[src/rtl/int8_pe_pkg.sv]
// Shared types and constants for the int8 PE column drivers.
package int8_pe_pkg;

  // Default operand width for int8 datapaths.
  localparam int DEFAULT_INPUT_BITS = 8;

  // Weight feeder load sequencing.
  typedef enum logic [1:0] {
    IDLE   = 2'd0,
    LOAD   = 2'd1,
    LOADED = 2'd2
  } feeder_state_t;

endpackage

[src/rtl/int8_checksum_acc.sv]
// Wrapping modulo-2^W accumulator used to form the LABFT checksum weight.
// sum_o is the value the accumulator takes on the next edge, so a caller can
// capture a total that already includes the beat presented this cycle.
// clear_i together with add_en_i restarts the sum at data_i.
module int8_checksum_acc #(
  parameter int W = 8
) (
  input  logic         clk,
  input  logic         rst_n,
  input  logic         clear_i,
  input  logic         add_en_i,
  input  logic [W-1:0] data_i,
  output logic [W-1:0] sum_o
);

  logic [W-1:0] sum_q;
  logic [W-1:0] sum_d;

  // Next sum: restart, accumulate with wrap, or hold.
  always_comb begin
    sum_d = sum_q;
    if (clear_i) begin
      sum_d = add_en_i ? data_i : '0;
    end else if (add_en_i) begin
      sum_d = sum_q + data_i;
    end
  end

  // Accumulator register.
  always_ff @(posedge clk or negedge rst_n) begin
    if (!rst_n) begin
      sum_q <= '0;
    end else begin
      sum_q <= sum_d;
    end
  end

  assign sum_o = sum_d;

endmodule

[src/rtl/int8_weight_feeder.sv]
// Column-head driver for the stationary-weight shift chain of an int8 PE
// column. One accepted beat becomes one e/e_enable shift a cycle later; after
// ROWS beats the column is flagged loaded. The LABFT checksum weight (wrapping
// sum of the tile) is only built when LABFT_CHECKSUM_EN is defined; otherwise
// labft_e is tied to zero.
module int8_weight_feeder
  import int8_pe_pkg::*;
#(
  parameter int inputBits = DEFAULT_INPUT_BITS,
  parameter int ROWS      = 8,
  parameter int CNT_W     = $clog2(ROWS + 1)
) (
  input  logic                 clk,
  input  logic                 rst,
  input  logic [inputBits-1:0] s_data,
  input  logic                 s_valid,
  output logic                 s_ready,
  input  logic                 compute_busy,
  input  logic                 abort,
  output logic [inputBits-1:0] e,
  output logic                 e_enable,
  output logic [inputBits-1:0] labft_e,
  output logic                 weights_loaded,
  output logic [CNT_W-1:0]     load_count
);

  feeder_state_t        state_q, state_d;
  logic [CNT_W-1:0]     count_q, count_d;
  logic [inputBits-1:0] e_q, e_d;
  logic                 e_en_q, e_en_d;
  logic                 loaded_q, loaded_d;

  logic accept;
  logic last_beat;

  // The chain never moves while the array computes or a cancel is pending.
  assign s_ready   = !compute_busy && !abort;
  assign accept    = s_valid && s_ready;
  assign last_beat = (state_q == LOAD) && (count_q == CNT_W'(ROWS - 1));

  // Next-state and registered output decode; abort overrides everything.
  always_comb begin
    state_d  = state_q;
    count_d  = count_q;
    e_d      = e_q;
    e_en_d   = 1'b0;
    loaded_d = loaded_q;
    if (abort) begin
      state_d  = IDLE;
      count_d  = '0;
      loaded_d = 1'b0;
    end else if (accept) begin
      e_d    = s_data;
      e_en_d = 1'b1;
      if (state_q == LOAD) begin
        count_d = count_q + CNT_W'(1);
        if (last_beat) begin
          state_d  = LOADED;
          loaded_d = 1'b1;
        end
      end else begin
        // A beat outside LOAD starts a fresh tile and drops the old one.
        state_d  = LOAD;
        count_d  = CNT_W'(1);
        loaded_d = 1'b0;
      end
    end
  end

  // State and output registers.
  always_ff @(posedge clk or negedge rst) begin
    if (!rst) begin
      state_q  <= IDLE;
      count_q  <= '0;
      e_q      <= '0;
      e_en_q   <= 1'b0;
      loaded_q <= 1'b0;
    end else begin
      state_q  <= state_d;
      count_q  <= count_d;
      e_q      <= e_d;
      e_en_q   <= e_en_d;
      loaded_q <= loaded_d;
    end
  end

  assign e              = e_q;
  assign e_enable       = e_en_q;
  assign weights_loaded = loaded_q;
  assign load_count     = count_q;

`ifdef LABFT_CHECKSUM_EN
  logic [inputBits-1:0] acc_sum;
  logic [inputBits-1:0] labft_q, labft_d;
  logic                 acc_clear;

  // First beat of a tile (or a cancel) restarts the running sum.
  assign acc_clear = abort || (accept && (state_q != LOAD));

  int8_checksum_acc #(
    .W(inputBits)
  ) u_acc (
    .clk      (clk),
    .rst_n    (rst),
    .clear_i  (acc_clear),
    .add_en_i (accept),
    .data_i   (s_data),
    .sum_o    (acc_sum)
  );

  // Checksum output only updates when a tile completes.
  always_comb begin
    labft_d = labft_q;
    if (accept && last_beat) begin
      labft_d = acc_sum;
    end
  end

  // Checksum output register.
  always_ff @(posedge clk or negedge rst) begin
    if (!rst) begin
      labft_q <= '0;
    end else begin
      labft_q <= labft_d;
    end
  end

  assign labft_e = labft_q;
`else
  assign labft_e = '0;
`endif

endmodule

[config.mk]
export PLATFORM = sky130hd
export DESIGN_NAME = int8_weight_feeder
export DESIGN_NICKNAME = d
export VERILOG_FILES = /design/src/rtl/int8_pe_pkg.sv /design/src/rtl/int8_checksum_acc.sv /design/src/rtl/int8_weight_feeder.sv
export SDC_FILE = /design/constraint.sdc
export NUM_CORES = 1
export LEC_CHECK = 0
export BUFFER_PORTS_ARGS = -buffer_cell sky130_fd_sc_hd__buf_2
export CORE_MARGIN = 2
export CORE_UTILIZATION = 35
export CTS_CLUSTER_DIAMETER = 60
export DETAILED_ROUTE_END_ITERATION = 10
export PLACE_DENSITY = 0.67
export SETUP_SLACK_MARGIN = 0.5
export SKIP_CTS_REPAIR_TIMING = 1
export SLEW_MARGIN = 20
export SYNTH_ARGS = -nofsm -noshare
export SYNTH_HDL_FRONTEND = slang
export SYNTH_SLANG_ARGS = --single-unit
[constraint.sdc]
create_clock -name clk -period 1.2 [get_ports clk]
set_input_delay 0 -clock clk [delete_from_list [all_inputs] [get_ports clk]]
set_output_delay 0 -clock clk [all_outputs]
set_load 0.02 [all_outputs]
==> key figures <==
Worst setup path
  – Slowest Stage Delay on Critical Path: 0.41 ns
  – Critical-path cell list: and4bb_4 -> or3b_1 -> a31oi_1
  – Worst Path Buf+Inv: 0
  – Critical Path Fanout Max: 2
  – Critical path class: reg -> reg
  – Delay-heaviest family, CP: simple AND/OR/NAND/NOR gates
  – CP Capture Type: register
  – WP data required: 1.40 ns
  – Startpoint types: register
  – Worst path slowest cell: dfrtp_2
  – Critical path data arrival time: 1.44 ns

Drt
  – First DRT Iteration DRCs: 9
  – Top layer in use: met3
  – Post-Route WL: 1560 um
  – Routed Antenna Nets: 0
  – Metal-1 WL: 648 um
  – Detailed Routing Iterations Pass 1: 5
  – Routed len/inst: 13.1 um
  – Routed wl met2: 851 um
  – Met3 wire len: 59 um
  – Via-per-instance ratio: 4.52
  – Via count: 538
  – Detailed-route DRC error count: 0

Cells and area
  – # nets final: 107
  – Reg area: 389 um2
  – Layout cell share with drive strength beyond 1: 66.3%
  – Area of the multi-input gates: 342 um2
  – Final Core Density: 55.1%
  – Fin cells: 119
  – N_diodes: 0
  – Fillers: 171
  – Post-route cell area: 1060 um2
  – P&R area growth vs syn: 50.2%

Global route
  – GRT Overall Usage: 12.5%
  – Largest net degree at the start of global routing: 16
  – Initial antenna violation count: 0
  – Overflow after GRT: 0
  – Vias in the first global route: 503
  – Global-route wire length before repair: 2270 um

Floorplan
  – Initial cell density of the core: 36.7%
  – Die Wd: 48.9 um
  – Die H: 48.9 um
  – Die ar.: 2390 um2
  – Rows: 16
  – I/O pin count: 36
  – Core area: 1920 um2

STA
  – FMAX: 0.807 GHz
  – Slew Limit Fails: 0
  – Clk_skew: 0.000280 ns
  – PnR worst setup slack: -0.0385 ns
  – Hold WS: -0.0568 ns
  – RSZ-0062 raised after global routing: true
  – Hold Fails Final Rpt: 8
  – Period utilization: 103%
  – Setup Viol. Count Final: 2
  – TNS Setup: -0.0395 ns
  – Final min period: 1.24 ns

Place
  – GPL Wtd Cong: 0.738
  – Placed Cells: 113
  – IO Port Bufs: 27
  – Placement Cell Area: 898 um2
  – Post-DP HPWL: 1050 um

Worst hold path
  – Hold/Removal Path Class: in -> reg

Pwr
  – Pwr Density: 1210 nW/um2
  – Worst VDD drop: 0.734 mV
  – Pleak: 0.000504 uW

Synthesis
  – Synth Area per Inst: 12.4 um2
  – Synth cell types: 24
  – Gate count of the mapped netlist: 57
  – Ys async rst share: 100%
  – Seq cells post-synth: 15
  – Cell Area, Synth: 706 um2
  – Ys Warns: 0
  – EDFF count, synth: 0
  – Dominant cell type by area after synthesis: dfrtp_1
  – List of most frequent post-synthesis cells: dfrtp_1, buf_4, mux2_2
  – Count leader, synth: dfrtp_1
  – Sequential share of the synthesized area: 53.2%
  – Prevailing post-synth register cell: dfrtp_1
  – Top cell type's share of synthesized area: 53.2%
  – Largest cells by area after synthesis: dfrtp_1, mux2_2, buf_4, nand4b_1, and4bb_4

Outcome
  – Status: finished, violations left
  – Failing checks: negative hold slack, negative setup slack

Clock network
  – Clock sink total: 15
  – Clk_lat worst skew: 0.27 ns
  – CTS tree: yes
  – Number of H-tree levels: 1
  – Reg clk slew, reported paths: 0.10 ns
  – Total CTS buffers: 3
  – Clock root buffer master: clkbuf_4
  – Clock Tree Buf Depth: 2

Run
  – Max Cap Viol: 0
cell families after synthesis:
family	share of synthesized area, %
mux	12.8
buf+inv	9.57
compound gates	6.56
simple gates	15.6
flops	53.2
other cells	0.531
fa+ha+maj	1.77
cells in the final DEF (no fill, tap or decap), drive strengths merged, types with 2 or more instances in the layout:
master | Yosys | layout
buf | 8 | 31
dfrtp | 15 | 15
conb | 1 | 8
mux2 | 8 | 8
nor2 | 4 | 4
clkbuf | 1 | 3
nand4b | 2 | 2
nand2 | 2 | 2
dlygate4sd3 | 0 | 2
a21oi | 2 | 2
stage by stage:
step           hold slack (ns)  power, uW  setup WS, ns
3_5_place_dp           -0.0774        886       -0.0264
4_1_cts                 -0.391       1180       -0.0444
3_3_place_gp           -0.0764        880      -0.00154
6_report               -0.0568       1280       -0.0385
2_1_floorplan           -0.296        803        -0.110
5_1_grt                -0.0692       1340        -0.102
report_power, final:
group	internal [uW]	switching [uW]
sequential	572	45.3
combinational	202	173
clock	124	165
worst paths after layout:
check	startpoint	endpoint	slack, ns	depth (start not counted)
worst max-delay path	state_q[1]	load_count[3]	-0.04	3
worst min-delay path	s_data[3]	e[3]	-0.06	2
worst max register to register	state_q[1]	load_count[3]	-0.04	3
worst min register to register	e[2]	e[2]	0.54	1
max in group asynchronous	rst	state_q[1]	0.78	2
min in group asynchronous	rst	e[7]	0.15	2
worst reg2reg max path, delay by kind of cell, from the launching register on:
family | cells | cell delay (ns)
simple gates | 2 | 0.63
compound gates | 1 | 0.13
flops | 1 | 0.41
state kept, by name, summed over array words and instances, names as in the netlist:
register,count
e,8
load_count,4
e_enable,1
state_q,2
final cells by class:
type | instances | share of cell area (%)
Sequential cell | 15 | 36.7
Clock inverter | 1 | 0.472
Multi-Input combinational cell | 39 | 32.2
Tap cell | 27 | 3.19
Inverter | 1 | 0.354
Clock buffer | 3 | 2.13
Timing Repair Buffer | 33 | 24.9
per-layer routing:
metal / vias up / track usage [%]
li1: 254 / -
met1: 267 / 15.0
met2: 17 / 21.0
met3: 0 / 3.07
met4: 0 / 5.71
met5: - / 0
Note: power is estimated with default switching activity, not from simulation.
